[src/rtl/jr_hazard_sequencer_pkg.sv]
// Shared definitions for JR resolution in the ID stage: FSM state encoding,
// forward-select codes and the hardwired-zero register index.
package jr_hazard_sequencer_pkg;

    typedef enum logic [1:0] {
        ST_IDLE   = 2'd0,
        ST_LDWAIT = 2'd1,
        ST_SQUASH = 2'd2
    } jr_state_e;

    localparam logic [1:0] JR_FWD_RF  = 2'b00;
    localparam logic [1:0] JR_FWD_EX  = 2'b01;
    localparam logic [1:0] JR_FWD_MEM = 2'b10;
    localparam logic [1:0] JR_FWD_LD  = 2'b11;

    localparam int REG_ZERO = 0;

endpackage : jr_hazard_sequencer_pkg

[src/rtl/jr_hazard_sequencer_fwd_select.sv]
// Combinational JR source hit detection and forward priority (EX over MEM).
// load_use flags a source produced by a load that is still in EX.
module jr_fwd_select
    import jr_hazard_sequencer_pkg::*;
#(
    parameter int REG_AW = 4
) (
    input  logic [REG_AW-1:0] src,
    input  logic [REG_AW-1:0] ex_dst,
    input  logic              ex_we,
    input  logic              ex_mem_re,
    input  logic [REG_AW-1:0] mem_dst,
    input  logic              mem_we,
    input  logic              mem_mem_re,
    output logic [1:0]        fwd_sel,
    output logic              load_use
);

    logic src_nz;
    logic hit_ex;
    logic hit_mem;

    // r0 is hardwired zero, so a write to it never produces a forwardable value.
    assign src_nz  = (src != REG_AW'(REG_ZERO));
    assign hit_ex  = src_nz && (src == ex_dst) && ex_we;
    assign hit_mem = src_nz && (src == mem_dst) && mem_we;

    always_comb begin
        fwd_sel  = JR_FWD_RF;
        load_use = hit_ex && ex_mem_re;
        if (hit_ex && !ex_mem_re) begin
            fwd_sel = JR_FWD_EX;
        end else if (!hit_ex && hit_mem) begin
            fwd_sel = mem_mem_re ? JR_FWD_LD : JR_FWD_MEM;
        end
    end

endmodule : jr_fwd_select

[src/rtl/jr_hazard_sequencer.sv]
// JR resolution sequencer: picks the JR operand source, takes a one-cycle
// load-use stall when needed, redirects the PC, squashes the wrong-path fetch.
module jr_hazard_sequencer
    import jr_hazard_sequencer_pkg::*;
#(
    parameter int REG_AW = 4,
    parameter int CNT_W  = 16
) (
    input  logic              clk,
    input  logic              rst,
    input  logic              ext_stall,
    input  logic              ID_jr_valid,
    input  logic [REG_AW-1:0] ID_jr_src,
    input  logic [REG_AW-1:0] EX_dst,
    input  logic              EX_we,
    input  logic              EX_mem_re,
    input  logic [REG_AW-1:0] MEM_dst,
    input  logic              MEM_we,
    input  logic              MEM_mem_re,
    output logic [1:0]        jr_fwd_sel,
    output logic              stall_if_id,
    output logic              bubble_ex,
    output logic              pc_redirect,
    output logic              flush_if,
    output logic              busy,
    output logic [CNT_W-1:0]  jr_count,
    output logic [CNT_W-1:0]  jr_stall_count
);

    localparam logic [CNT_W-1:0] CNT_MAX = '1;

    jr_state_e         state_q, state_d;
    logic [REG_AW-1:0] src_q, src_d;
    logic [CNT_W-1:0]  jr_cnt_q, jr_cnt_d;
    logic [CNT_W-1:0]  stall_cnt_q, stall_cnt_d;

    logic [REG_AW-1:0] cur_src;
    logic [1:0]        sel;
    logic              load_use;
    logic              inc_jr;
    logic              inc_stall;

    logic [1:0]        fwd_sel_c;
    logic              stall_c;
    logic              bubble_c;
    logic              redirect_c;
    logic              flush_c;

    // In LDWAIT the captured source is re-evaluated so a younger EX writer still wins.
    assign cur_src = (state_q == ST_IDLE) ? ID_jr_src : src_q;

    jr_fwd_select #(
        .REG_AW (REG_AW)
    ) u_fwd_select (
        .src        (cur_src),
        .ex_dst     (EX_dst),
        .ex_we      (EX_we),
        .ex_mem_re  (EX_mem_re),
        .mem_dst    (MEM_dst),
        .mem_we     (MEM_we),
        .mem_mem_re (MEM_mem_re),
        .fwd_sel    (sel),
        .load_use   (load_use)
    );

    always_comb begin
        state_d    = state_q;
        src_d      = src_q;
        inc_jr     = 1'b0;
        inc_stall  = 1'b0;
        fwd_sel_c  = JR_FWD_RF;
        stall_c    = 1'b0;
        bubble_c   = 1'b0;
        redirect_c = 1'b0;
        flush_c    = 1'b0;

        unique case (state_q)
            ST_IDLE: begin
                if (ID_jr_valid) begin
                    if (load_use) begin
                        // Stall/bubble stay asserted through a freeze; only the transition waits.
                        stall_c  = 1'b1;
                        bubble_c = 1'b1;
                        if (!ext_stall) begin
                            src_d     = ID_jr_src;
                            inc_stall = 1'b1;
                            state_d   = ST_LDWAIT;
                        end
                    end else if (!ext_stall) begin
                        redirect_c = 1'b1;
                        flush_c    = 1'b1;
                        fwd_sel_c  = sel;
                        inc_jr     = 1'b1;
                        state_d    = ST_SQUASH;
                    end
                end
            end
            ST_LDWAIT: begin
                if (!ext_stall) begin
                    redirect_c = 1'b1;
                    flush_c    = 1'b1;
                    fwd_sel_c  = sel;
                    inc_jr     = 1'b1;
                    state_d    = ST_SQUASH;
                end
            end
            ST_SQUASH: begin
                // The IF/ID slot holds the flushed wrong-path instruction; ignore its JR.
                if (!ext_stall) begin
                    state_d = ST_IDLE;
                end
            end
            default: begin
                state_d = ST_IDLE;
            end
        endcase
    end

    always_comb begin
        jr_cnt_d    = jr_cnt_q;
        stall_cnt_d = stall_cnt_q;
        if (inc_jr && (jr_cnt_q != CNT_MAX)) begin
            jr_cnt_d = jr_cnt_q + CNT_W'(1);
        end
        if (inc_stall && (stall_cnt_q != CNT_MAX)) begin
            stall_cnt_d = stall_cnt_q + CNT_W'(1);
        end
    end

    always_ff @(posedge clk) begin
        if (rst) begin
            state_q     <= ST_IDLE;
            src_q       <= '0;
            jr_cnt_q    <= '0;
            stall_cnt_q <= '0;
        end else begin
            state_q     <= state_d;
            src_q       <= src_d;
            jr_cnt_q    <= jr_cnt_d;
            stall_cnt_q <= stall_cnt_d;
        end
    end

    // Reset quiets every output at once, before the first edge clears the registers.
    assign jr_fwd_sel     = rst ? JR_FWD_RF : fwd_sel_c;
    assign stall_if_id    = !rst && stall_c;
    assign bubble_ex      = !rst && bubble_c;
    assign pc_redirect    = !rst && redirect_c;
    assign flush_if       = !rst && flush_c;
    assign busy           = !rst && (state_q != ST_IDLE);
    assign jr_count       = rst ? '0 : jr_cnt_q;
    assign jr_stall_count = rst ? '0 : stall_cnt_q;

endmodule : jr_hazard_sequencer

[config.mk]
export PLATFORM = sky130hd
export DESIGN_NAME = jr_hazard_sequencer
export DESIGN_NICKNAME = d
export VERILOG_FILES = /design/src/rtl/jr_hazard_sequencer_pkg.sv /design/src/rtl/jr_hazard_sequencer_fwd_select.sv /design/src/rtl/jr_hazard_sequencer.sv
export SDC_FILE = /design/constraint.sdc
export NUM_CORES = 1
export LEC_CHECK = 0
export ABC_AREA = 1
export CORE_AREA = 2 2 74 76
export CTS_CLUSTER_SIZE = 10
export DETAILED_ROUTE_END_ITERATION = 7
export DIE_AREA = 0 0 76 78
export DONT_BUFFER_PORTS = 1
export PLACE_DENSITY_LB_ADDON = 0.12
export SETUP_SLACK_MARGIN = 0.02
export SYNTH_ARGS = -nofsm -noshare
export SYNTH_HDL_FRONTEND = slang
export SYNTH_SLANG_ARGS = --single-unit
[constraint.sdc]
create_clock -name clk -period 2.8 [get_ports clk]
set_input_delay 0.7 -clock clk [delete_from_list [all_inputs] [get_ports clk]]
set_output_delay 0.7 -clock clk [all_outputs]
set_load 0.03 [all_outputs]
; ---- Word-level counts from Yosys, hierarchy flattened
; Cells that the tools add are included.
[word_totals]
inputBits = 20
ff_bits = 38
word_cells = 63
[op_classes]
n_addsub = 2
n_reduce_logical = 20
eq_ne = 9
bitwise = 1
muxes = 27
[op_table]
columns = cell, count
row1 = $add A16 B1 Y16 const B, 2
row2 = $mux W16, 2
row3 = $ne A16 B16 Y1 const B, 2
row4 = $mux W2, 11
row5 = $logic_and A1 B1 Y1, 12
row6 = $mux W1, 10
row7 = $eq A4 B4 Y1, 2
row8 = $pmux W2 S3, 1
row9 = $mux W4, 1
row10 = $ne A2 B2 Y1 const B, 2
row11 = $pmux W2 S2, 1
row12 = $reduce_and A4 Y1, 1
row13 = $reduce_bool A4 Y1, 1
row14 = $logic_not A1 Y1, 3
row15 = $ne A3 B3 Y1 const B, 1
row16 = $reduce_and A3 Y1, 1
row17 = $eq A2 B1 Y1 const B, 1
row18 = $eq A2 B2 Y1 const B, 1
row19 = $logic_not A2 Y1, 1
row20 = $pmux W1 S2, 1
row21 = $reduce_bool A2 Y1, 1
row22 = $not A1 Y1, 1

; ---- Depth between registers and ports, before layout
[logic_depth]
depth_word = 14
mapped_depth = 15
ltp_nobuf = 14

; ---- Cells and area by module
; A second synthesis with hierarchy kept.
[hier_totals]
hier_cells = 459
hier_area_um2 = 2697.6
[by_module_without_submodules]
columns = mod, n_inst, area_per_inst_um2, seq_area_each_um2, cells_each
row1 = jr_hazard_sequencer, 1, 2454.9, 760.7, 406
row2 = jr_fwd_select, 1, 242.7, 0.0, 53

; ---- Worst setup path after synthesis
; OpenSTA, ideal clock, no wires.
[synth_path]
path_kind = input-to-output
start = input ID_jr_src[2]
end = output stall_if_id
arrival_ns = 2.583
slack_ns = -0.483
path_stages = 8
path_cell_list = inv_1 -> nand2_4 -> nand3_1 -> nand2_1 -> nor2_2 -> nand4_4 -> nor4_1 -> buf_4
[synth_between]
elab_chain_cells = 9
word_cells_on_any_way = 10
classes_between = eq/ne (1) / mux (4) / reduce/logical (5)
[synth_lines]
columns = element, line_no
row1 = "start, declared", jr_hazard_sequencer.sv:13  ; input logic [REG_AW-1:0] ID_jr_src,
row2 = $mux W4 *, jr_hazard_sequencer.sv:50  ; assign cur_src = (state_q == ST_IDLE) ? ID_jr_src : src_q;
row3 = $eq A4 B4 Y1 / $reduce_bool A4 Y1 (equally long branches), "jr_hazard_sequencer_fwd_select.sv:25, jr_hazard_sequencer_fwd_select.sv:24"
row4 = $logic_and A1 B1 Y1 * (2 in a row), jr_hazard_sequencer_fwd_select.sv:25  ; assign hit_ex = src_nz && (src == ex_dst) && ex_we;
row5 = $logic_and A1 B1 Y1 *, jr_hazard_sequencer_fwd_select.sv:30  ; load_use = hit_ex && ex_mem_re;
row6 = $mux W1 * (3 in a row), n/a
row7 = $logic_and A1 B1 Y1 *, n/a
row8 = "end, declared", jr_hazard_sequencer.sv:21  ; output logic stall_if_id,
; Mark *: on every way between the ends. The rest lies on a longest branch, timed or not.

; ---- Worst setup path in the final report
[layout_path]
start = register state_q[0]
end = output flush_if
[layout_between]
elab_chain_cells = 10
word_cells_on_any_way = 12
classes_between = eq/ne (2) / mux (4) / reduce/logical (6)
[layout_lines]
columns = element, line_no
row1 = "start, declared", jr_hazard_sequencer.sv:32  ; jr_state_e state_q, state_d;
row2 = "start signal, assigned", jr_hazard_sequencer.sv:137  ; state_q <= state_d;
row3 = $logic_not A2 Y1, "jr_hazard_sequencer.sv:50, jr_hazard_sequencer.sv:77"
row4 = $mux W4, jr_hazard_sequencer.sv:50
row5 = $eq A4 B4 Y1 / $reduce_bool A4 Y1 (equally long branches), "jr_hazard_sequencer_fwd_select.sv:25, jr_hazard_sequencer_fwd_select.sv:24"
row6 = $logic_and A1 B1 Y1 (2 in a row), jr_hazard_sequencer_fwd_select.sv:25
row7 = $logic_and A1 B1 Y1, jr_hazard_sequencer_fwd_select.sv:30
row8 = $mux W1, jr_hazard_sequencer.sv:80  ; if (load_use) begin
row9 = $mux W1, jr_hazard_sequencer.sv:79  ; if (ID_jr_valid) begin
row10 = $pmux W1 S2 *, jr_hazard_sequencer.sv:77  ; unique case (state_q)
row11 = $logic_and A1 B1 Y1 *, jr_hazard_sequencer.sv:149  ; assign flush_if = !rst && flush_c;
row12 = "end, declared", jr_hazard_sequencer.sv:24  ; output logic flush_if,
; Marked as above.

==> flow_summary.json <==
{
  "synth_nets": 455,
  "ios": 59,
  "area_delta_synth_final_pct": 10.25,
  "route.met3.wl_um": 405,
  "fp.dieW_um": 76,
  "tritoncts": "built",
  "crit_top_cell": "nor2_4",
  "postPlaceCellArea_um2": 2872,
  "grt_max_degree": 58,
  "grt_overflow": 0,
  "power-per-cell-area_nw_per_um2": 355.3,
  "grt_pass1_wl_mm": 11.06,
  "syn_area_um2": 2771,
  "skew_ns": 0.004398,
  "timing.critical_path.arrival_ns": 1.98,
  "post_drt_wl_per_cell_um": 12.94,
  "gp_congestion": 0.8341,
  "wl_met1_mm": 3.192,
  "grt_pass1_vias": 2446,
  "yosys_warnings": 0,
  "vias": 2704,
  "wl_met2_mm": 2.924,
  "row_count": 26,
  "grt_use_total": 0.2251,
  "hold_path.class": "reg -> reg",
  "topRoutingLayerUsed": "met4",
  "rsz0062_at_grt": "false",
  "drc": 0,
  "dieArea_um2": 5928,
  "cp_max_fo": 7,
  "setup_tns_ns": 0,
  "slowest_delay_ns": 0.37,
  "drt_iter0_markers": 136,
  "slowest_stage": "dfxtp_4",
  "cellLeakagePower_uw": 0.001179,
  "cap_violations": 0,
  "ant_nets": 0,
  "root_buffer": "clkbuf_8",
  "layout-drive-gt1-share": 0.1705,
  "endpoint_kind": "primary output",
  "finalSetupViolCount": 0,
  "drt_wl_total_mm": 6.598,
  "core_um2": 5042,
  "via_per_inst": 5.302,
  "outcome": "finished, final reports clean",
  "syn_avg_cell_area_um2": 6.400,
  "antenna_found_initial": 0,
  "tightest_slew_ns": 0.5794,
  "slew_violations": 0,
  "ir_drop_mv": 0.2734,
  "nets": 463,
  "final_cells": 510,
  "cts_buffers": 5,
  "seq_area_frac_synth": 0.2745,
  "critPathKind": "reg -> out",
  "fmax_mhz": 372.6,
  "synthCells": 433,
  "start_kind": "register",
  "htreeDepth": 2,
  "fin_crit_ns": 2.684,
  "die_y_um": 78,
  "worstPathCellList": "nor2_4, buf_6, nand2_4, nand2_2, nand2_2, nor2_4, nor2_4, nand4_4, inv_2, nand2_4, nand2_2, nor2_4, buf_12",
  "postLayoutCellArea_um2": 3055,
  "setup_ws_ns": 0.1165,
  "total_power_uw": 1086,
  "clkTransAtPathRegs_ns": 0.07,
  "hold_violations": 0,
  "dp_cells": 497,
  "clock_sinks": 38,
  "fin_crit_sh": 0.9584,
  "port-buffer-count": 0,
  "antenna_cells": 0,
  "clock_latency_ns": 0.29,
  "synthDistinctLibCells": 33,
  "first_pass_iters": 4,
  "pre_cts_ws_ns": 0.1811,
  "clock_path_buffers": 2,
  "cp.required_ns": 2.10,
  "ys_ff_latch": 38,
  "hpwl_mm": 4.623,
  "relSlewSlack": 0.6123,
  "initial_utilization": 0.5496
}
[layout by cell type, fill, tap and decap left out, types with 2 or more instances in the layout]
| cell type | Yosys | final |
|---|---|---|
| clkbuf_8 | 0 | 6 |
| xor2_1 | 13 | 13 |
| dfxtp_1 | 38 | 36 |
| nand2_1 | 79 | 76 |
| nor2_4 | 2 | 8 |
| a21oi_1 | 21 | 21 |
| buf_6 | 3 | 2 |
| buf_4 | 3 | 14 |
| nand2_4 | 4 | 4 |
| nand4_1 | 21 | 21 |
| nand3_1 | 38 | 38 |
| nand4_4 | 2 | 2 |
| inv_1 | 58 | 58 |
| nor2_1 | 76 | 74 |
| nor3_2 | 2 | 3 |
| inv_2 | 4 | 3 |
| nand2_2 | 13 | 16 |
| a21oi_2 | 8 | 8 |
| ha_1 | 2 | 2 |
| o21ai_1 | 1 | 2 |
| xnor2_1 | 2 | 2 |
| o21ai_0 | 7 | 6 |
| nor4_1 | 4 | 3 |
| dfxtp_4 | 0 | 2 |
| nor3_1 | 12 | 11 |
[through the flow]
step / hold WS, ns / util
final: 0.4610 / 0.6060
after global routing: 0.4587 / 0.6060
after CTS: 0.4628 / 0.5918
after detailed placement: 0.4491 / 0.5695
after global placement: 0.4466 / 0.5695
after floorplan: 0.4377 / -
[cell usage after synthesis]
| library cell | number | share of area |
|---|---|---|
| nor4_1 | 4 | 0.0090 |
| inv_2 | 4 | 0.0054 |
| buf_12 | 1 | 0.0072 |
| nand4_4 | 2 | 0.015 |
| dfxtp_1 | 38 | 0.27 |
| o21ai_0 | 7 | 0.013 |
| nand2_4 | 4 | 0.016 |
| nor2_1 | 76 | 0.10 |
| buf_6 | 3 | 0.012 |
| ha_1 | 2 | 0.0090 |
| nand2_2 | 13 | 0.029 |
| nor3_1 | 12 | 0.022 |
| a21oi_2 | 8 | 0.025 |
| a21oi_1 | 21 | 0.038 |
| nand3b_1 | 1 | 0.0027 |
| xor2_1 | 13 | 0.041 |
| nor2_2 | 4 | 0.0090 |
| o22ai_1 | 1 | 0.0023 |
| o21ai_1 | 1 | 0.0018 |
| xnor2_1 | 2 | 0.0063 |
| a211oi_1 | 1 | 0.0027 |
| nor2_8 | 1 | 0.0072 |
| nor3_2 | 2 | 0.0072 |
| nand3_4 | 1 | 0.0063 |
| nor2_4 | 2 | 0.0081 |
| buf_1 | 1 | 0.0014 |
| clkbuf_1 | 8 | 0.011 |
| a211oi_2 | 1 | 0.0045 |
| buf_4 | 3 | 0.0081 |
| nand2_1 | 79 | 0.11 |
| nand3_1 | 38 | 0.069 |
| inv_1 | 58 | 0.079 |
| nand4_1 | 21 | 0.047 |
[critical path, delay by kind of cell (launching register included)]
family,cells,cell delay [ns]
and+or+nand+nor,10,0.95
DFF,1,0.37
buffers and inverters,3,0.37
[registers in the layout, summed over array words and instances (netlist names)]
name,count
jr_cnt_q,16
src_q,4
stall_cnt_q,16
state_q,2
[kinds of logic after synthesis]
| logic type | after synthesis | synth area share |
|---|---|---|
| xor gates and xnor gates | 15 | 0.04741 |
| and+or+nand+nor | 260 | 0.4582 |
| AOI/OAI and AO/OA | 40 | 0.08713 |
| adders and majority gates | 2 | 0.009028 |
| buffers and inverters | 78 | 0.1237 |
| DFF | 38 | 0.2745 |
[power breakdown]
part	total (µW)	internal, µW	leakage, µW	switching, µW
sequential	548	543	0.000308	5.47
combinational	157	56.8	0.000828	101
clock	380	190	0.0000431	190
total	1090	790	0.00118	296
[what timing repair did]
| action | 4_1_cts | 5_1_grt |
|---|---|---|
| buffers inserted | 3 | 4 |
| resized for setup | 3 | 13 |
| pin swaps | 1 | 5 |
| hold buffers | 0 | 0 |
| setup endpoints to repair | 5 | 5 |
[path summary, 6_finish.rpt]
path / start / endpoint / slack (ns) / depth (start not counted)
hold reg to reg: jr_cnt_q[14] / jr_cnt_q[14] / 0.46 / 2
setup / recovery: state_q[0] / flush_if / 0.12 / 13
setup reg to reg: state_q[0] / jr_cnt_q[1] / 0.65 / 14
hold / removal: jr_cnt_q[14] / jr_cnt_q[14] / 0.46 / 2
[layer usage]
layer  GRT usage  up-vias
met5           0        -
met4     0.07818        0
met3     0.04767        6
met2      0.3438       78
met1      0.3151     1221
li1            -     1399
[final cells by class]
class | instances | area, µm²
inverter | 62 | 235.2
timing repair buffer | 17 | 147.6
multi-input combinational | 317 | 1734
tap | 70 | 87.58
fill | 487 | 1987
clock buffer | 6 | 82.58
sequential | 38 | 768.2
Power figures use the tool's default switching activity.
